File: config.mk
export PLATFORM = sky130hd
export DESIGN_NAME = sr_latch_driver
export DESIGN_NICKNAME = d
export VERILOG_FILES = /design/src/rtl/sr_latch_driver.sv
export SDC_FILE = /design/constraint.sdc
export NUM_CORES = 1
export LEC_CHECK = 0
export CORE_UTILIZATION = 25
export DETAILED_ROUTE_END_ITERATION = 10
export SLEW_MARGIN = 20
export SYNTH_ARGS = -nofsm -noshare
export SYNTH_HDL_FRONTEND = slang
export SYNTH_SLANG_ARGS = --single-unit
export TNS_END_PERCENT = 50
File: constraint.sdc
create_clock -name clk -period 2.7 [get_ports clk]
set_input_delay 0.54 -clock clk [delete_from_list [all_inputs] [get_ports clk]]
set_output_delay 0.54 -clock clk [all_outputs]
set_load 0.005 [all_outputs]
File: src/rtl/sr_latch_driver.sv
// Clocked writer for a cross-coupled NOR SR latch: non-overlapping set/reset pulses, synchronised Q/Q_ confirmation.
// Optional macro SR_LATCH_DRIVER_SKIP_EN: requests matching the confirmed, stable latch value complete without a pulse.
module sr_latch_driver #(
    parameter int unsigned PULSE_W = 2,
    parameter int unsigned TIMEOUT = 8
) (
    input  logic clk,
    input  logic reset,
    input  logic req_valid,
    input  logic req_val,
    output logic req_ready,
    input  logic q,
    input  logic q_,
    output logic latch_set,
    output logic latch_reset,
    output logic done,
    output logic err,
    output logic state_q
);

    typedef enum logic [2:0] {
        S_INIT  = 3'd0,
        S_IDLE  = 3'd1,
        S_DRIVE = 3'd2,
        S_WAIT  = 3'd3,
        S_GAP   = 3'd4
    } fsm_t;

    localparam logic [7:0] PW_LD = 8'(PULSE_W);
    localparam logic [7:0] PW_M1 = 8'(PULSE_W - 1);
    localparam logic [7:0] TO_M1 = 8'(TIMEOUT - 1);

    fsm_t       fsm_q, fsm_d;
    logic [7:0] cnt_q, cnt_d;
    logic       val_q, val_d;
    logic       state_d;
    logic       done_q, done_d;
    logic       err_q, err_d;
    logic       set_q, set_d;
    logic       rst_q, rst_d;
    logic       ready_q, ready_d;
    logic       q_meta_q, qs_q, qn_meta_q, qsn_q;
    logic       match_s, skip_s;

    // Two-flop synchronisers on the asynchronous latch feedback
    always_ff @(posedge clk) begin
        if (reset) begin
            q_meta_q  <= 1'b0;
            qs_q      <= 1'b0;
            qn_meta_q <= 1'b0;
            qsn_q     <= 1'b0;
        end else begin
            q_meta_q  <= q;
            qs_q      <= q_meta_q;
            qn_meta_q <= q_;
            qsn_q     <= qn_meta_q;
        end
    end

    // qs == qs_ is illegal feedback and can never satisfy this
    assign match_s = (qs_q == val_q) && (qsn_q == !val_q);

`ifdef SR_LATCH_DRIVER_SKIP_EN
    assign skip_s = (req_val == state_q) && (qs_q == state_q) && (qsn_q == !state_q);
`else
    assign skip_s = 1'b0;
`endif

    // State, counter, captured value and confirmed value registers
    always_ff @(posedge clk) begin
        if (reset) begin
            fsm_q   <= S_INIT;
            cnt_q   <= PW_LD;
            val_q   <= 1'b0;
            state_q <= 1'b0;
        end else begin
            fsm_q   <= fsm_d;
            cnt_q   <= cnt_d;
            val_q   <= val_d;
            state_q <= state_d;
        end
    end

    // Next-state logic; cnt_q serves as pulse counter and as WAIT timeout counter
    always_comb begin
        fsm_d   = fsm_q;
        cnt_d   = cnt_q;
        val_d   = val_q;
        state_d = state_q;
        done_d  = 1'b0;
        err_d   = 1'b0;
        case (fsm_q)
            S_INIT: begin
                if (cnt_q == 8'd0) begin
                    fsm_d = S_IDLE;
                end else begin
                    cnt_d = cnt_q - 8'd1;
                end
            end
            S_IDLE: begin
                if (req_valid) begin
                    val_d = req_val;
                    if (skip_s) begin
                        fsm_d  = S_GAP;
                        done_d = 1'b1;
                    end else begin
                        fsm_d = S_DRIVE;
                        cnt_d = PW_M1;
                    end
                end else begin
                    fsm_d = S_IDLE;
                end
            end
            S_DRIVE: begin
                if (cnt_q == 8'd0) begin
                    fsm_d = S_WAIT;
                    cnt_d = TO_M1;
                end else begin
                    cnt_d = cnt_q - 8'd1;
                end
            end
            S_WAIT: begin
                if (match_s) begin
                    fsm_d   = S_GAP;
                    done_d  = 1'b1;
                    state_d = val_q;
                end else if (cnt_q == 8'd0) begin
                    fsm_d = S_GAP;
                    err_d = 1'b1;
                end else begin
                    cnt_d = cnt_q - 8'd1;
                end
            end
            S_GAP: begin
                fsm_d = S_IDLE;
            end
            default: begin
                fsm_d = S_INIT;
                cnt_d = PW_LD;
            end
        endcase
    end

    // Output decode from the next state so the pins come straight from flops
    always_comb begin
        set_d   = 1'b0;
        rst_d   = 1'b0;
        ready_d = 1'b0;
        case (fsm_d)
            S_INIT:  rst_d   = 1'b1;
            S_IDLE:  ready_d = 1'b1;
            S_DRIVE: begin
                set_d = val_d;
                rst_d = !val_d;
            end
            S_WAIT:  ready_d = 1'b0;
            S_GAP:   ready_d = 1'b0;
            default: rst_d   = 1'b1;
        endcase
    end

    // Registered output pins
    always_ff @(posedge clk) begin
        if (reset) begin
            set_q   <= 1'b0;
            rst_q   <= 1'b1;
            ready_q <= 1'b0;
            done_q  <= 1'b0;
            err_q   <= 1'b0;
        end else begin
            set_q   <= set_d;
            rst_q   <= rst_d;
            ready_q <= ready_d;
            done_q  <= done_d;
            err_q   <= err_d;
        end
    end

    assign latch_set   = set_q;
    assign latch_reset = rst_q;
    assign req_ready   = ready_q;
    assign done        = done_q;
    assign err         = err_q;

endmodule
# Word-level counts from Yosys, hierarchy flattened
# Index checks and enable logic that the tools add are counted.
# Widths: inputs -> output; s select.
# totals
register_bits	22
wordCells	57
# classes
n_addsub	1
n_eq_ne	12
n_bitwise	3
n_mux	17
reduce_logical	11
# ops
op	n
$pmux 8 s5	1
$mux 8	4
$pmux 3 s5	1
$eq 3x2->1 const B	4
$mux 3	4
$logic_not 8->1	1
$sub 8x1->8 const B	1
$eq 3x1->1 const B	2
$eq 3x3->1 const B	2
$reduce_or 3->1	2
$mux 1	5
$ne 2x2->1 const B	2
$reduce_or 2->1	2
$logic_not 3->1	1
$not 1->1	3
$reduce_and 3->1	1
$eq 1x1->1	2
$logic_not 1->1	2
$mux 2	1
$pmux 1 s2	1
$reduce_and 2->1	1
$logic_and 1x1->1	1

# Logic depth before layout (Yosys ltp)
# Gate-level depths: netlist of the first run.
# logic_depth
depth_word	8
ltp_mapped	8

# Least setup slack after synthesis of the first run
# OpenSTA, ideal clock, no wires.
# synth_path
path_type	register to register
start	register cnt_q[0]
end	register cnt_q[4]
period_less_slack_ns	1.921
t_required_ns	2.584
setup_slack_ns	0.779
t_arrival_ns	1.806
path_buffers	1
path_stages_with_launch	9
setup_ns	0.116
path_cell_list	dfxtp_1 -> inv_1 -> ha_1 -> or3b_2 -> or2_1 -> buf_6 -> a22oi_4 -> nor2_1 -> a31o_1
# synth_via
elab_chain_len	4
word_cells_on_any_way	6
# synth_lines
element	line_no	text
start, declared	34	logic [7:0] cnt_q, cnt_d;
start signal, assigned	78	cnt_q <= cnt_d;
$sub 8x1->8 / $logic_not 8->1 (equally long branches)	-	
$mux 8	94, 127	
$mux 8	123	if (match_s) begin
$pmux 8 s5 (*)	92	case (fsm_q)
# Mark *: on every way between the ends. The rest lies on a longest branch, timed or not. The select of a mux whose other input is x is not followed.
# A chain may end at the register's enable or synchronous reset.

# Worst setup path in the final report of the first run
# layout_path
start	input port req_valid
end	register cnt_q[4]
# layout_via
elab_chain_len	2
# layout_lines
element	line_no	text
start, declared	9	input logic req_valid,
$ne 2x2->1 (no line)	-	
$reduce_and 3->1 (no line)	-	
# No other way between the ends.

==> results of run 1 <==
-- how the worst max path moves through the flow --
stage	from	end	slack (ns)	cells past startpoint
finish	req_valid	cnt_q[4]$_SDFFE_PP0P_	0.58	6
global route	fsm_q[2]$_SDFF_PP0_	cnt_q[5]$_SDFFE_PP0P_	0.41	5
CTS	req_valid	cnt_q[4]$_SDFFE_PP0P_	0.59	6
detailed placement	req_valid	cnt_q[6]$_SDFFE_PP0P_	0.32	6
global placement	req_valid	cnt_q[6]$_SDFFE_PP0P_	0.37	6
floorplan	cnt_q[0]$_SDFFE_PP0P_	cnt_q[4]$_SDFFE_PP0P_	0.78	8
-- logic make-up after synthesis --
| group | count (synthesis) |
|---|---|
| simple gates | 56 |
| buf+inv | 12 |
| fa+ha+maj | 2 |
| compound gates | 29 |
| xor+xnor | 3 |
| mux | 2 |
| flops | 22 |
-- metrics by stage --
step | instances | hold WS, ns | cell area, µm² | utilization [%] | setup slack, ns
after floorplan | 126 | 0.414 | 1110 | - | 0.779
after global placement | 182 | 0.420 | 1260 | 30.4 | 0.366
after detailed placement | 182 | 0.450 | 1260 | 30.4 | 0.324
after CTS | 186 | 0.461 | 1320 | 31.7 | 0.593
after global routing | 186 | 0.470 | 1320 | 31.7 | 0.410
final | 186 | 0.453 | 1320 | 31.7 | 0.576
-- power groups by stage --
stage | registers, µW | clock network [µW] | logic, µW
2_1_floorplan | 442 | 0 | 402
3_3_place_gp | 468 | 0 | 465
3_5_place_dp | 471 | 0 | 480
4_1_cts | 463 | 245 | 483
5_1_grt | 479 | 258 | 544
6_report | 465 | 233 | 480
-- final cells by class --
class | instances | area [µm²] | share of cell area [%]
multi-input cells | 92 | 617 | 46.9
clock buffers | 4 | 55.1 | 4.19
well taps | 50 | 62.6 | 4.76
inverters | 6 | 22.5 | 1.71
repair buffers | 12 | 118 | 8.94
flip-flops and latches | 22 | 440 | 33.5
-- cells in the mapped netlist, types with 2 or more instances --
| cell type | instances | area, µm² |
|---|---|---|
| dfxtp_1 | 22 | 440 |
| nor2_1 | 12 | 45.0 |
| a21oi_1 | 9 | 45.0 |
| nor2b_1 | 9 | 56.3 |
| inv_1 | 6 | 22.5 |
| nand2_1 | 6 | 22.5 |
| nand2b_1 | 5 | 31.3 |
| clkbuf_1 | 4 | 15.0 |
| nand3_1 | 4 | 20.0 |
| o21ai_0 | 4 | 20.0 |
| a21o_1 | 3 | 22.5 |
| nor4_1 | 3 | 18.8 |
| a211oi_1 | 2 | 15.0 |
| a31o_1 | 2 | 17.5 |
| ha_1 | 2 | 25.0 |
| mux2i_1 | 2 | 20.0 |
| nand3b_1 | 2 | 15.0 |
| nor3_1 | 2 | 10.0 |
| o22ai_1 | 2 | 12.5 |
| or3_1 | 2 | 12.5 |
| or3b_2 | 2 | 17.5 |
| xnor2_1 | 2 | 17.5 |
-- per-layer routing --
metal	up-vias	global-route usage, %	share of wire [%]
met5	-	0	0
met4	0	3.13	0
met3	0	1.97	2.0
met2	10	20.3	50
met1	411	15.1	48
li1	464	-	-
-- state kept, by name, summed over array words and instances (netlist names) --
| register | cells |
|---|---|
| cnt_q | 8 |
| fsm_q | 3 |
| done | 1 |
| err | 1 |
| latch_reset | 1 |
| latch_set | 1 |
| q_meta_q | 1 |
| qn_meta_q | 1 |
| qs_q | 1 |
| qsn_q | 1 |
| req_ready | 1 |
| state_q | 1 |
| val_q | 1 |
-- worst max-delay path, delay by kind of cell --
| family | cells | cell delay (ns) |
|---|---|---|
| AOI/OAI and AO/OA | 3 | 0.68 |
| buffers and inverters | 1 | 0.47 |
| and+or+nand+nor | 2 | 0.63 |
==> impl_metrics.json, run 1 <==
{
  "outcome": "finished clean",
  "syn-num-nets": 134,
  "cts_sinks": 22,
  "synthMuxAreaShare_pct": 1.80,
  "wirelength_um": 2270,
  "synth-xor-area-share_pct": 2.36,
  "power_frac_seq_pct": 39.4,
  "numCtsBuffers": 3,
  "synth_compound_area_share_pct": 18.4,
  "io_pins": 12,
  "holdCritStartpoint": "q_meta_q$_SDFF_PP0_",
  "drt-initial-drc-count": 16,
  "synthToLayoutAreaGrowth_pct": 18.4,
  "die_w_um": 68.7,
  "die_y_um": 68.7,
  "syn_area_mm2": 0.00111,
  "grt_max_degree": 17,
  "ir_drop_uv": 306,
  "post_cts_resize_count": 0,
  "dp_hpwl_um": 1720,
  "setup_viol": 0,
  "max_freq_ghz": 0.471,
  "critPathKind": "primary input to register",
  "synth.distinct_cells": 41,
  "cpPeakStageDelay_ns": 0.47,
  "internal_power_uw": 743,
  "synthFlopType": "dfxtp_1",
  "initial_utilization_pct": 26.8,
  "fin_skew_ns": 0.00294,
  "n_fill_cell": 452,
  "wl_per_cell_um": 12.2,
  "p_leak_uw": 0.000471,
  "layout_common_cells": "dfxtp_1, nor2_1, clkdlybuf4s50_1",
  "routed_via_density": 4.76,
  "min_to": "qs_q$_SDFF_PP0_",
  "row_count": 23,
  "p_per_area_mw_per_mm2": 896,
  "final_nets": 145,
  "vias": 885,
  "required_ns": 2.91,
  "ys_ff_latch": 22,
  "cts_hold_buf": 0,
  "cts_buffer_depth": 2,
  "r2r_cells": 7,
  "timing.final.crit_share_pct": 78.7,
  "worst_slew_pin_slew_ns": 0.595,
  "grt_pass1_vias": 902,
  "track_usage_pct": 11.8,
  "cts_tree": "built",
  "r2r-start": "cnt_q[0]$_SDFFE_PP0P_",
  "ys_seq_area_share_pct": 39.6,
  "hold_violations": 0,
  "dieArea_mm2": 0.00471,
  "worstPathCellList": "clkdlybuf4s50_1, or3b_2, a21oi_1, nor3_2, a211oi_1, a31o_1",
  "hp-class": "register to register",
  "antenna_left": 0,
  "worst-r2r-setup-slack_ns": 0.62,
  "drv_slew": 0,
  "synth_cells": 126,
  "min_period_ns": 2.12,
  "grt_overflow": 0,
  "postCtsSetupBuffers": 0,
  "yosys.area_share.simple_pct": 30.7,
  "diodes": 0,
  "rsz0062_at_grt": "no",
  "r2r-end": "cnt_q[4]$_SDFFE_PP0P_",
  "cp_max_fo": 9,
  "drt-pass1-iter-count": 4,
  "grt_pass1_wl_um": 4130,
  "max-cap-violations": 0,
  "clock-root-buffer": "clkbuf_8",
  "total_power_uw": 1180,
  "power.share.combinational_pct": 40.8,
  "crit_arrival_ns": 2.33,
  "sw_frac_of_total_pct": 36.9,
  "cts.reportedPaths.clkPinSlew_ns": 0.08,
  "yosysWarningCount": 0,
  "synth_top_family_by_area": "simple AND/OR/NAND/NOR gates",
  "setup-tns-final_ns": 0,
  "place_congestion": 0.817,
  "clock_latency_ns": 0.26,
  "netSwitchingPower_uw": 435,
  "min_path_cells": 1,
  "avgSynthCellArea_um2": 8.82,
  "antenna_found_initial": 0,
  "synth_edf_count": 0,
  "drc_errors": 0,
  "power_frac_clock_pct": 19.8,
  "slew-limit-headroom_pct": 60.0,
  "synth_adder_area_share_pct": 2.25,
  "async_reset_ff_share_pct": 0,
  "drive_above_1_share_pct": 10.3,
  "final_common_cell": "dfxtp_1",
  "worst_setup_path_start_kind": "primary input",
  "endpoint_kind": "register",
  "portBuffers": 11,
  "cp_slowest_cell": "clkdlybuf4s50_1",
  "design.core.area_mm2": 0.00414,
  "h-tree-depth": 1
}
Note: power is estimated with default switching activity, not from simulation.
==> run 2: changes to the inputs <==
Clock period 2.7 ns to 1.75 ns, I/O delays scaled along.
==> run 2 against run 1 <==
Net effect:
- the run now ends with setup timing left
- critical path depth grew 1
- count of clock-buffer cells in the layout shrank 1
- combinational power rose to 2.6 times the previous value
- highest routed layer is now met4
- wire length grew 27%
- hold slack lost 0.0090 ns
- via count is 18% higher
- sequential power grew 46%
- utilization is 7.6 points higher
- global-route usage increased by 2.1 points
- setup slack lost 0.64 ns
- first-iteration DRC count rose by 130%
- die area did not move
==> impl_metrics.json, run 2 (synthesis gave the netlist of run 1 again) <==
{
  "outcome": "finished with violations",
  "violations": "setup timing",
  "grt_max_degree": 14,
  "crit_arrival_ns": 1.99,
  "dieArea_mm2": 0.00471,
  "max_freq_ghz": 0.550,
  "wirelength_um": 2870,
  "final_common_cell": "buf_4",
  "cpPeakStageDelay_ns": 0.40,
  "drive_above_1_share_pct": 35.0,
  "endpoint_kind": "register",
  "design.core.area_mm2": 0.00414,
  "h-tree-depth": 1,
  "cts_hold_buf": 0,
  "worstPathCellList": "inv_2, ha_4, or3b_4, or2_4, a22oi_4, a211oi_2, a31o_1",
  "cp_top_family": "simple AND/OR/NAND/NOR gates",
  "row_count": 23,
  "antenna_found_initial": 0,
  "worst_slew_pin_slew_ns": 0.493,
  "cts.reportedPaths.clkPinSlew_ns": 0.09,
  "cp_slowest_cell": "or3b_4",
  "clock-root-buffer": "clkbuf_8",
  "cts_sinks": 22,
  "total_power_uw": 2410,
  "grt_overflow": 0,
  "setup_viol": 4,
  "vias": 1047,
  "rsz0062_at_grt": "yes",
  "p_leak_uw": 0.000622,
  "hold_violations": 0,
  "worst_setup_path_start_kind": "register",
  "max-cap-violations": 0,
  "antenna_left": 0,
  "cp_max_fo": 5,
  "cts_tree": "built",
  "grt_pass1_wl_um": 4800,
  "cts_buffer_depth": 2,
  "numCtsBuffers": 3,
  "grt_pass1_vias": 1108,
  "regMostFlops": "cnt_q",
  "drv_slew": 0,
  "diodes": 0,
  "place_congestion": 0.823,
  "timing.final.crit_share_pct": 104,
  "layout_common_cells": "buf_4, dfxtp_1, nor2_1",
  "track_usage_pct": 13.9,
  "top_regs": "cnt_q x8, fsm_q x3",
  "largest_register_ffs": 8,
  "drt-initial-drc-count": 36,
  "min_period_ns": 1.82,
  "dp_hpwl_um": 2030,
  "die_y_um": 68.7,
  "hp-class": "register to register",
  "p_per_area_mw_per_mm2": 1480,
  "ir_drop_uv": 821,
  "synthToLayoutAreaGrowth_pct": 46.6,
  "setup-tns-final_ns": -0.165,
  "portBuffers": 11,
  "slew-limit-headroom_pct": 66.7,
  "drc_errors": 0,
  "die_w_um": 68.7,
  "finalWorstSetupSlack_ns": -0.0670,
  "drt-pass1-iter-count": 4,
  "critPathKind": "register to register",
  "clock_latency_ns": 0.27,
  "routed_via_density": 4.92,
  "required_ns": 1.93,
  "wl_per_cell_um": 13.5,
  "io_pins": 12,
  "final_nets": 172,
  "fin_skew_ns": 0.00507,
  "initial_utilization_pct": 26.8,
  "worst-path-buf-inv": 1
}
run 2: cell types whose count changed in the layout (fill, tap and decap cells not counted), sizes merged:
cell,before,now
clkbuf,4,3
bufinv,0,1
buf,1,27
nor3,3,4
run 2: report_power, final:
group          switching, µW  total (µW)  leakage, µW  internal [µW]
combinational            606        1240     0.000406            634
clock                    184         490    0.0000357            306
sequential              68.2         680     0.000181            612
run 2: layout make-up:
type / count / area [µm²]
Fill cell: 446 / 2510
Tap cell: 50 / 62.6
Clock inverter: 1 / 30.0
Inverter: 6 / 22.5
Timing Repair Buffer: 38 / 320
Sequential cell: 22 / 445
Clock buffer: 3 / 41.3
Multi-Input combinational cell: 93 / 707
run 2: per-stage QoR:
stage,instances,instance area (µm²),setup slack (ns),utilization (%),hold WS (ns)
detailed placement,204,1430,-0.392,34.5,0.430
global placement,204,1430,-0.273,34.5,0.424
finish,213,1630,-0.0670,39.3,0.444
global route,213,1630,-0.133,39.3,0.465
CTS,211,1580,-0.100,38.1,0.450
floorplan,126,1110,-0.0337,-,0.414
run 2: path summary, 6_finish.rpt:
path | depth (start not counted) | start | to | slack, ns
worst max-delay path | 7 | cnt_q[0]$_SDFFE_PP0P_ | cnt_q[6]$_SDFFE_PP0P_ | -0.07
worst min-delay path | 1 | q_meta_q$_SDFF_PP0_ | qs_q$_SDFF_PP0_ | 0.44
worst min register to register | 1 | q_meta_q$_SDFF_PP0_ | qs_q$_SDFF_PP0_ | 0.44
worst max register to register | 7 | cnt_q[0]$_SDFFE_PP0P_ | cnt_q[6]$_SDFFE_PP0P_ | -0.07
run 2: layer usage:
| metal | wire length, µm | GRT usage, % | vias up | share of wire [%] |
|---|---|---|---|---|
| li1 | - | - | 519 | - |
| met1 | 1270 | 15.1 | 502 | 44 |
| met2 | 1470 | 25.4 | 19 | 51 |
| met3 | 74 | 2.47 | 7 | 2.6 |
| met4 | 64 | 7.29 | 0 | 2.2 |
| met5 | 0 | 0 | - | 0 |
run 2: repair_timing:
item	CTS	global route
pin swaps	9	10
resized for setup	15	8
setup buffers	4	1
cloned	0	1
setup endpoints to repair	11	11
